## config.mk

```make
export PLATFORM = sky130hd
export DESIGN_NAME = systolic_row_feeder
export DESIGN_NICKNAME = d
export VERILOG_FILES = /design/src/rtl/systolic_row_feeder.sv
export SDC_FILE = /design/constraint.sdc
export NUM_CORES = 1
export LEC_CHECK = 0
export CAP_MARGIN = 10
export CORE_ASPECT_RATIO = 1.25
export CORE_UTILIZATION = 54
export DETAILED_ROUTE_END_ITERATION = 10
export PLACE_DENSITY = 0.84
export SETUP_SLACK_MARGIN = 0.1
export SLEW_MARGIN = 20
export SYNTH_ARGS = -nofsm -noshare
export SYNTH_HDL_FRONTEND = slang
export SYNTH_SLANG_ARGS = --single-unit
```

## constraint.sdc

```tcl
create_clock -name clk_i -period 6.35 [get_ports clk_i]
set_input_delay 0.9525 -clock clk_i [delete_from_list [all_inputs] [get_ports clk_i]]
set_output_delay 0.9525 -clock clk_i [all_outputs]
set_load 0.01 [all_outputs]
```

## src/rtl/systolic_row_feeder.sv

```systemverilog
// Streams rows from the unified buffer into systolic_data_setup through a 2-entry row buffer.
// Define SYSTOLIC_FEEDER_FLUSH_EN to append MATRIX_WIDTH-1 zero rows that drain the skew pipeline.
module systolic_row_feeder #(
    parameter int unsigned MATRIX_WIDTH = 14,
    parameter int unsigned ADDR_WIDTH   = 24,
    parameter int unsigned LENGTH_WIDTH = 16
) (
    input  logic                         clk_i,
    input  logic                         rst_ni,
    input  logic                         cmd_valid_i,
    output logic                         cmd_ready_o,
    input  logic [ADDR_WIDTH-1:0]        cmd_addr_i,
    input  logic [LENGTH_WIDTH-1:0]      cmd_length_i,
    input  logic                         stall_i,
    output logic                         buf_rd_en_o,
    output logic [ADDR_WIDTH-1:0]        buf_rd_addr_o,
    input  logic [MATRIX_WIDTH-1:0][7:0] buf_rd_data_i,
    output logic                         setup_enable_o,
    output logic [MATRIX_WIDTH-1:0][7:0] setup_data_out_o,
    output logic                         row_valid_o,
    output logic                         busy_o,
    output logic                         done_o
);

    typedef logic [MATRIX_WIDTH-1:0][7:0] row_t;

`ifdef SYSTOLIC_FEEDER_FLUSH_EN
    typedef enum logic [1:0] {StIdle, StRead, StFlush, StDone} state_e;
    localparam int unsigned FlushW = $clog2(MATRIX_WIDTH);
    localparam logic [FlushW-1:0] FlushLast = FlushW'(MATRIX_WIDTH - 2);
    logic [FlushW-1:0] flush_cnt_d, flush_cnt_q;
    logic              row_valid_d, row_valid_q;
`else
    typedef enum logic [1:0] {StIdle, StRead, StDone} state_e;
`endif

    state_e                  state_d, state_q;
    logic [ADDR_WIDTH-1:0]   addr_d, addr_q;
    logic [LENGTH_WIDTH-1:0] len_d, len_q;
    logic [LENGTH_WIDTH-1:0] issued_d, issued_q;
    logic [LENGTH_WIDTH-1:0] popped_d, popped_q;
    logic                    pend_d, pend_q;
    logic [1:0]              cnt_d, cnt_q;
    row_t                    head_d, head_q;
    row_t                    next_d, next_q;

    logic       pop, last_pop, issue;
    logic [1:0] occ_after;

    // Occupancy counts the in-flight read plus held rows; after this cycle's pop it is also
    // the next held-row count, since the in-flight read always lands next cycle.
    always_comb begin
        pop       = (state_q == StRead) && (cnt_q != 2'd0) && !stall_i;
        last_pop  = pop && (popped_q == len_q - LENGTH_WIDTH'(1));
        occ_after = cnt_q + {1'b0, pend_q} - {1'b0, pop};
        issue     = (state_q == StRead) && (issued_q != len_q) && (occ_after < 2'd2);
    end

    always_comb begin
        state_d  = state_q;
        addr_d   = addr_q;
        len_d    = len_q;
        issued_d = issued_q;
        popped_d = popped_q;
        pend_d   = issue;
        cnt_d    = occ_after;
        head_d   = head_q;
        next_d   = next_q;
`ifdef SYSTOLIC_FEEDER_FLUSH_EN
        flush_cnt_d = flush_cnt_q;
        row_valid_d = row_valid_q;
`endif

        unique case (state_q)
            StIdle: begin
                if (cmd_valid_i) begin
                    addr_d   = cmd_addr_i;
                    len_d    = cmd_length_i;
                    issued_d = '0;
                    popped_d = '0;
                    state_d  = (cmd_length_i == '0) ? StDone : StRead;
`ifdef SYSTOLIC_FEEDER_FLUSH_EN
                    row_valid_d = 1'b1;
`endif
                end
            end
            StRead: begin
                if (issue) begin
                    addr_d   = addr_q + ADDR_WIDTH'(1);
                    issued_d = issued_q + LENGTH_WIDTH'(1);
                end
                if (pop) popped_d = popped_q + LENGTH_WIDTH'(1);
                if (last_pop) begin
`ifdef SYSTOLIC_FEEDER_FLUSH_EN
                    state_d     = StFlush;
                    flush_cnt_d = '0;
                    row_valid_d = 1'b0;
`else
                    state_d = StDone;
`endif
                end
            end
`ifdef SYSTOLIC_FEEDER_FLUSH_EN
            StFlush: begin
                if (!stall_i) begin
                    if (flush_cnt_q == FlushLast) state_d = StDone;
                    else flush_cnt_d = flush_cnt_q + FlushW'(1);
                end
            end
`endif
            StDone:  state_d = StIdle;
            default: state_d = StIdle;
        endcase

        // head_q is the presented row; next_q catches a return that arrives behind it.
        if (pop) begin
            if (cnt_q == 2'd2) begin
                head_d = next_q;
                if (pend_q) next_d = buf_rd_data_i;
            end else if (pend_q) begin
                head_d = buf_rd_data_i;
            end
        end else if (pend_q) begin
            if (cnt_q == 2'd0) head_d = buf_rd_data_i;
            else next_d = buf_rd_data_i;
        end
`ifdef SYSTOLIC_FEEDER_FLUSH_EN
        if (last_pop) head_d = '0;
`endif
    end

    always_ff @(posedge clk_i or negedge rst_ni) begin
        if (!rst_ni) begin
            state_q  <= StIdle;
            addr_q   <= '0;
            len_q    <= '0;
            issued_q <= '0;
            popped_q <= '0;
            pend_q   <= 1'b0;
            cnt_q    <= 2'd0;
            head_q   <= '0;
            next_q   <= '0;
`ifdef SYSTOLIC_FEEDER_FLUSH_EN
            flush_cnt_q <= '0;
            row_valid_q <= 1'b0;
`endif
        end else begin
            state_q  <= state_d;
            addr_q   <= addr_d;
            len_q    <= len_d;
            issued_q <= issued_d;
            popped_q <= popped_d;
            pend_q   <= pend_d;
            cnt_q    <= cnt_d;
            head_q   <= head_d;
            next_q   <= next_d;
`ifdef SYSTOLIC_FEEDER_FLUSH_EN
            flush_cnt_q <= flush_cnt_d;
            row_valid_q <= row_valid_d;
`endif
        end
    end

    assign cmd_ready_o      = (state_q == StIdle);
    assign buf_rd_en_o      = issue;
    assign buf_rd_addr_o    = addr_q;
    assign setup_data_out_o = head_q;
    assign done_o           = (state_q == StDone);
`ifdef SYSTOLIC_FEEDER_FLUSH_EN
    assign setup_enable_o = pop || ((state_q == StFlush) && !stall_i);
    assign busy_o         = (state_q == StRead) || (state_q == StFlush);
    assign row_valid_o    = row_valid_q;
`else
    assign setup_enable_o = pop;
    assign busy_o         = (state_q == StRead);
    assign row_valid_o    = 1'b1;
`endif

endmodule
```

After elaboration in Yosys (flattened, before gate mapping)
Index checks and enable logic that the tools add are counted.
- register bits after elaboration: 301
- bits in latches: 0
- memory bits (writable): 0
- bits in read-only memories: 0
- input bits: 156
- word-level logic and storage cells: 95
- memories: 0
- add/subtract/negate cells: 6
- multipliers: 0
- divide/modulo/power cells: 0
- $lt $le $gt $ge: 1
- equal/unequal tests: 12
- shift operators: 0
- mux-type cells: 21
- bitwise logic cells: 0
- reduce and logical (&&, ||, !) cells: 20
- operators by type and width (operator ; count):
    $mux W112 ; 9
    $pmux W16 S2 ; 2
    $mux W16 ; 3
    $mux W24 ; 2
    $pmux W24 S2 ; 1
    $add A16 B1 Y16 const B ; 2
    $add A24 B1 Y24 const B ; 1
    $eq A16 B16 Y1 ; 1
    $logic_not A16 Y1 ; 1
    $ne A16 B16 Y1 ; 1
    $sub A16 B1 Y16 const B ; 1
    $reduce_bool A2 Y1 ; 5
    $reduce_and A3 Y1 ; 3
    $ne A2 B2 Y1 const B ; 4
    $mux W2 ; 3
    $ne A2 B1 Y1 const B ; 3
    $logic_and A1 B1 Y1 ; 5
    $eq A2 B2 Y1 const B ; 2
    $logic_not A2 Y1 ; 2
    $pmux W2 S2 ; 1
    $reduce_and A2 Y1 ; 2
    $reduce_and A4 Y1 ; 1
    $add A2 B1 Y2 ; 1
    $eq A2 B1 Y1 const B ; 1
    other kinds (3) ; 3

Depth between registers and ports, before layout
- depth after elaboration: 8
- depth in mapped cells: 15
- mapped depth without buffers: 14

Worst setup path before layout
Ideal clock, no wire load.
- kind: input-to-output
- from: input stall_i
- to: output buf_rd_en_o
- data arrival time: 2.661 ns
- data required time: 5.398 ns
- setup slack: 2.736 ns
- stages: 11
- cells stage by stage: o21ba_2 -> nand2_1 -> inv_2 -> ha_1 -> inv_1 -> ha_1 -> xnor2_1 -> xnor2_1 -> nor2_1 -> nand2_1 -> inv_1
- longest elaborated chain between the ends: 5
- ends and longest elaborated chain (item ; RTL line ; text):
    start: declaration ; 14 ; input logic stall_i,
    $logic_not A1 Y1 ; 53 ; pop = (state_q == StRead) && (cnt_q != 2'd0) && !stall_i;
    $logic_and A1 B1 Y1 ; 53 ;
    via setup_enable_o ; 18 ; output logic setup_enable_o,
    $sub A2 B1 Y2 ; 55 ; occ_after = cnt_q + {1'b0, pend_q} - {1'b0, pop};
    via cnt_d[1] ; 43 ; logic [1:0] cnt_d, cnt_q;
    $lt A2 B2 Y1 ; 56 ; issue = (state_q == StRead) && (issued_q != len_q) && (occ_after < 2'd2);
    $logic_and A1 B1 Y1 ; 56 ;
    end: declaration ; 15 ; output logic buf_rd_en_o,
The timed path passes the listed nets, and every way through them passes these cells.

Final worst setup path
- from: input stall_i
- to: output buf_rd_en_o
- longest elaborated chain between the ends: 5
- ends and longest elaborated chain (item ; RTL line):
    $logic_not A1 Y1 ; 53
    $logic_and A1 B1 Y1 ; 53
    $sub A2 B1 Y2 ; 55
    via cnt_d[1] ; 43
    $lt A2 B2 Y1 ; 56
    $logic_and A1 B1 Y1 ; 56
The timed path passes the listed nets, and every way through them passes these cells.

==> impl_results.md <==
- Die Wd: 146 um
- Global-route wire length before repair: 56000 um
- Mean post-synth cell area: 11.0 sq um
- Antenna violations before repair: 4
- Number of iterations in the first detailed-routing pass: 5
- Total number of clock tree sinks: 301
- Post-CTS sizing: 0
- Total Routed Length: 34900 um
- Clock transition time at the flip-flop clock pins of the worst setup and hold paths: 0.06 ns
- Clk Tree Root Cell: sky130_fd_sc_hd__clkbuf_16
- Number of max-slew violations in the final report: 0
- Global route overflow: 0
- Post-CTS Setup Repair Bufs: 0
- Number of fill cells: 1798
- Pin slew with the least headroom to its limit: 1.07 ns
- Synth Cell Area: 0.0139 sq mm
- Source-to-sink clock delay at the later pin of the worst-skew pair: 0.53 ns
- Period minus WS final: 4.89 ns
- Top-Level Pins: 298
- Category of cells accounting for the largest share of critical-path delay: buffers and inverters
- Final net count: 1687
- Most frequent standard cell in the layout excluding fill and tap cells: sky130_fd_sc_hd__dfrtp_1
- Top post-synthesis cells by area: sky130_fd_sc_hd__dfrtp_1 54%, sky130_fd_sc_hd__mux2_2 9.1%, sky130_fd_sc_hd__mux2i_1 8.3%
- Critical Setup Path Class: input port to output port
- CTS Hold Bufs: 0
- Max-cap violations: 0
- Filler-free cell count of the finished design: 1882
- Buffers & Inverters on Critical Path: 5
- RSZ-0062 raised after global routing: false
- Starting density of the core: 55.1%
- Number of remaining DRC errors: 0
- Tcrit/Tclk final: 77.1%
- Via count of the routed design: 10700
- Max IR drop VDD: 0.372 mV
- Maximum number of pins on one net before global-route repair: 144
- Fmax: 204 MHz
- CP startpoint kind: input port
- Commonest cells after routing, fill and taps aside: 301 x sky130_fd_sc_hd__dfrtp_1, 295 x sky130_fd_sc_hd__clkdlybuf4s50_1, 152 x sky130_fd_sc_hd__nor2_1
- Worst Path Arrival: 3.94 ns
- Die Footprint: 0.0265 sq mm
- Area of the multi-input gates: 0.00597 sq mm
- Placer Congestion: 0.879
- Post-synth top area share: 54.0%
- Lkg Pwr: 7.28 nW
- Area growth, synth to finish: 29.5%
- Setup crit end kind: output port
- Hold violation count in the final report: 0
- Number of cell instances on the worst register-to-register path: 13
- Maximum clock skew at final layout: 0.0111 ns
- Worst slew margin: 28.7%
- Total placed cells including tap cells: 1829
- Fraction of registers with async set or reset after synthesis: 100%
- Core Rows: 65
- Startpoint of the most critical register-to-register path: state_q[1]
- Max Root-Sink Buffers: 3
- Share of post-route cells with drive strength above 1: 12.4%
- Number of global-route vias before repair: 10700
- Final setup TNS: 0 ns
- Run status: completed
- Number of enable flip-flop cells after synthesis: 0
- Worst hold path class: input port to async pin
- Number of standard cells after synthesis: 1264
- Die height: 182 um
- Level count of the clock H-tree: 1
- Routed Antenna Nets: 0
- Number of buffers created by CTS: 29
- Routed WL per cell: 18.5 um
- Input/output buffers: 296
- Cell variety after synth: 66
- Required time of the critical path: 5.40 ns
- Vias per cell: 5.67
- Estimated wirelength of the detail-placed design: 23800 um
- CP Max Fanout: 8
- DRT iter0 DRCs: 632
- Worst r2r dst: buf_rd_addr_o[3]
- #FFs+latches synth: 301
- Max stage delay cell, worst path: sky130_fd_sc_hd__clkdlybuf4s50_1
- Setup slack of the worst register-to-register path: 2.56 ns
- Storage element area: 0.00753 sq mm
- Cell taking the most area after synthesis: sky130_fd_sc_hd__dfrtp_1
- Power density normalized to cell area: 529 mW/mm^2
- Chain of cells forming the critical path: clkdlybuf4s50_1 > o21ba_2 > nand2_1 > inv_2 > ha_1 > inv_1 > ha_1 > xnor2_1 > xnor2_1 > nor2_1 > nand2_1 > inv_1 > clkdlybuf4s50_1
- Syn Nets: 1426
- GRT Overall Usage: 26.3%
- Critical Path Max Stage Delay: 0.60 ns
- Top_reg_cell synth: sky130_fd_sc_hd__dfrtp_1
- Placeable core area: 0.0253 sq mm
- Setup violators final: 0
- Yosys warns: 0
- Share of synthesized area occupied by flip-flops and latches: 54.0%
- CTS tree: done
[Yosys cell counts (3+ instances only)]
master	n
sky130_fd_sc_hd__o32ai_1	6
sky130_fd_sc_hd__nor2_1	152
sky130_fd_sc_hd__xor2_1	34
sky130_fd_sc_hd__nor2b_1	3
sky130_fd_sc_hd__nor4_1	16
sky130_fd_sc_hd__buf_4	12
sky130_fd_sc_hd__buf_2	39
sky130_fd_sc_hd__o22ai_1	6
sky130_fd_sc_hd__a21oi_1	152
sky130_fd_sc_hd__or2_2	3
sky130_fd_sc_hd__and3_1	11
sky130_fd_sc_hd__a311oi_1	4
sky130_fd_sc_hd__nor3b_1	4
sky130_fd_sc_hd__and4_1	3
sky130_fd_sc_hd__nand4_1	10
sky130_fd_sc_hd__dfrtp_1	301
sky130_fd_sc_hd__xnor2_1	19
sky130_fd_sc_hd__o21ai_0	23
sky130_fd_sc_hd__inv_1	18
sky130_fd_sc_hd__nand2b_1	5
sky130_fd_sc_hd__or3_1	7
sky130_fd_sc_hd__mux2i_1	116
sky130_fd_sc_hd__or4_1	4
sky130_fd_sc_hd__ha_1	6
sky130_fd_sc_hd__nand2_1	83
sky130_fd_sc_hd__nand3_1	26
sky130_fd_sc_hd__mux2_2	113
sky130_fd_sc_hd__o31ai_1	8
sky130_fd_sc_hd__nor3_1	9
sky130_fd_sc_hd__a211oi_1	4
sky130_fd_sc_hd__clkbuf_1	21
[through the flow]
step | setup WS [ns] | power [mW] | cell area [sq um] | utilization [%] | hold slack [ns]
floorplan | 2.74 | 6.14 | 13900 | - | 0.480
global placement | 1.56 | 7.66 | 17100 | 67.5 | 0.488
detailed placement | 1.48 | 7.83 | 17100 | 67.5 | 0.495
CTS | 1.44 | 9.59 | 18000 | 71.3 | 0.410
global route | 1.15 | 10.1 | 18100 | 71.4 | 0.428
finish | 1.46 | 9.54 | 18100 | 71.4 | 0.389
[metal layers]
metal / GRT usage (%) / vias to the layer above / share of wire [%]
met2: 45.1 / 387 / 49
li1: - / 4981 / -
met3: 5.13 / 55 / 7.9
met4: 7.58 / 2 / 2.5
met5: 0 / - / 0.034
met1: 33.9 / 5242 / 40
[cell type report]
class                           instances  share of cell area, %
Multi-Input combinational cell        867                   33.1
Sequential cell                       301                   41.7
Clock inverter                          8                  0.513
Tap cell                              335                   2.32
Clock buffer                           42                   4.79
Inverter                               19                  0.395
Timing Repair Buffer                  307                   17.1
Antenna cell                            3                 0.0416
[cell families after synthesis]
logic type	Yosys count	synth area share, %
other	1	0.0269
buffers and inverters	96	3.37
AO/OA/AOI/OAI	226	9.27
multiplexers	229	17.4
AND/OR/NAND/NOR	352	12.0
XOR/XNOR	53	3.33
adder cells (fa/ha/maj)	6	0.538
flip-flops	301	54.0
[how the worst max path moves through the flow]
stage | start | to | slack (ns) | depth (start not counted)
after global routing | stall_i | buf_rd_en_o | 1.15 | 13
after floorplan | stall_i | buf_rd_en_o | 2.74 | 11
after detailed placement | stall_i | buf_rd_en_o | 1.48 | 13
final | stall_i | buf_rd_en_o | 1.46 | 13
after global placement | stall_i | buf_rd_en_o | 1.56 | 13
after CTS | stall_i | buf_rd_en_o | 1.44 | 13
[power breakdown]
group | internal [mW] | switching [mW] | leakage, nW
combinational | 2.10 | 2.18 | 3.31
sequential | 2.86 | 0.691 | 3.49
clock | 1.02 | 0.698 | 0.475
[state kept, by name (all words and copies together), names as in the netlist]
register / cells
next_q: 112
len_q: 16
buf_rd_addr_o: 24
pend_q: 1
issued_q: 16
state_q: 2
popped_q: 16
setup_data_out_o: 112
cnt_q: 2
(Power assumes the default switching activity.)
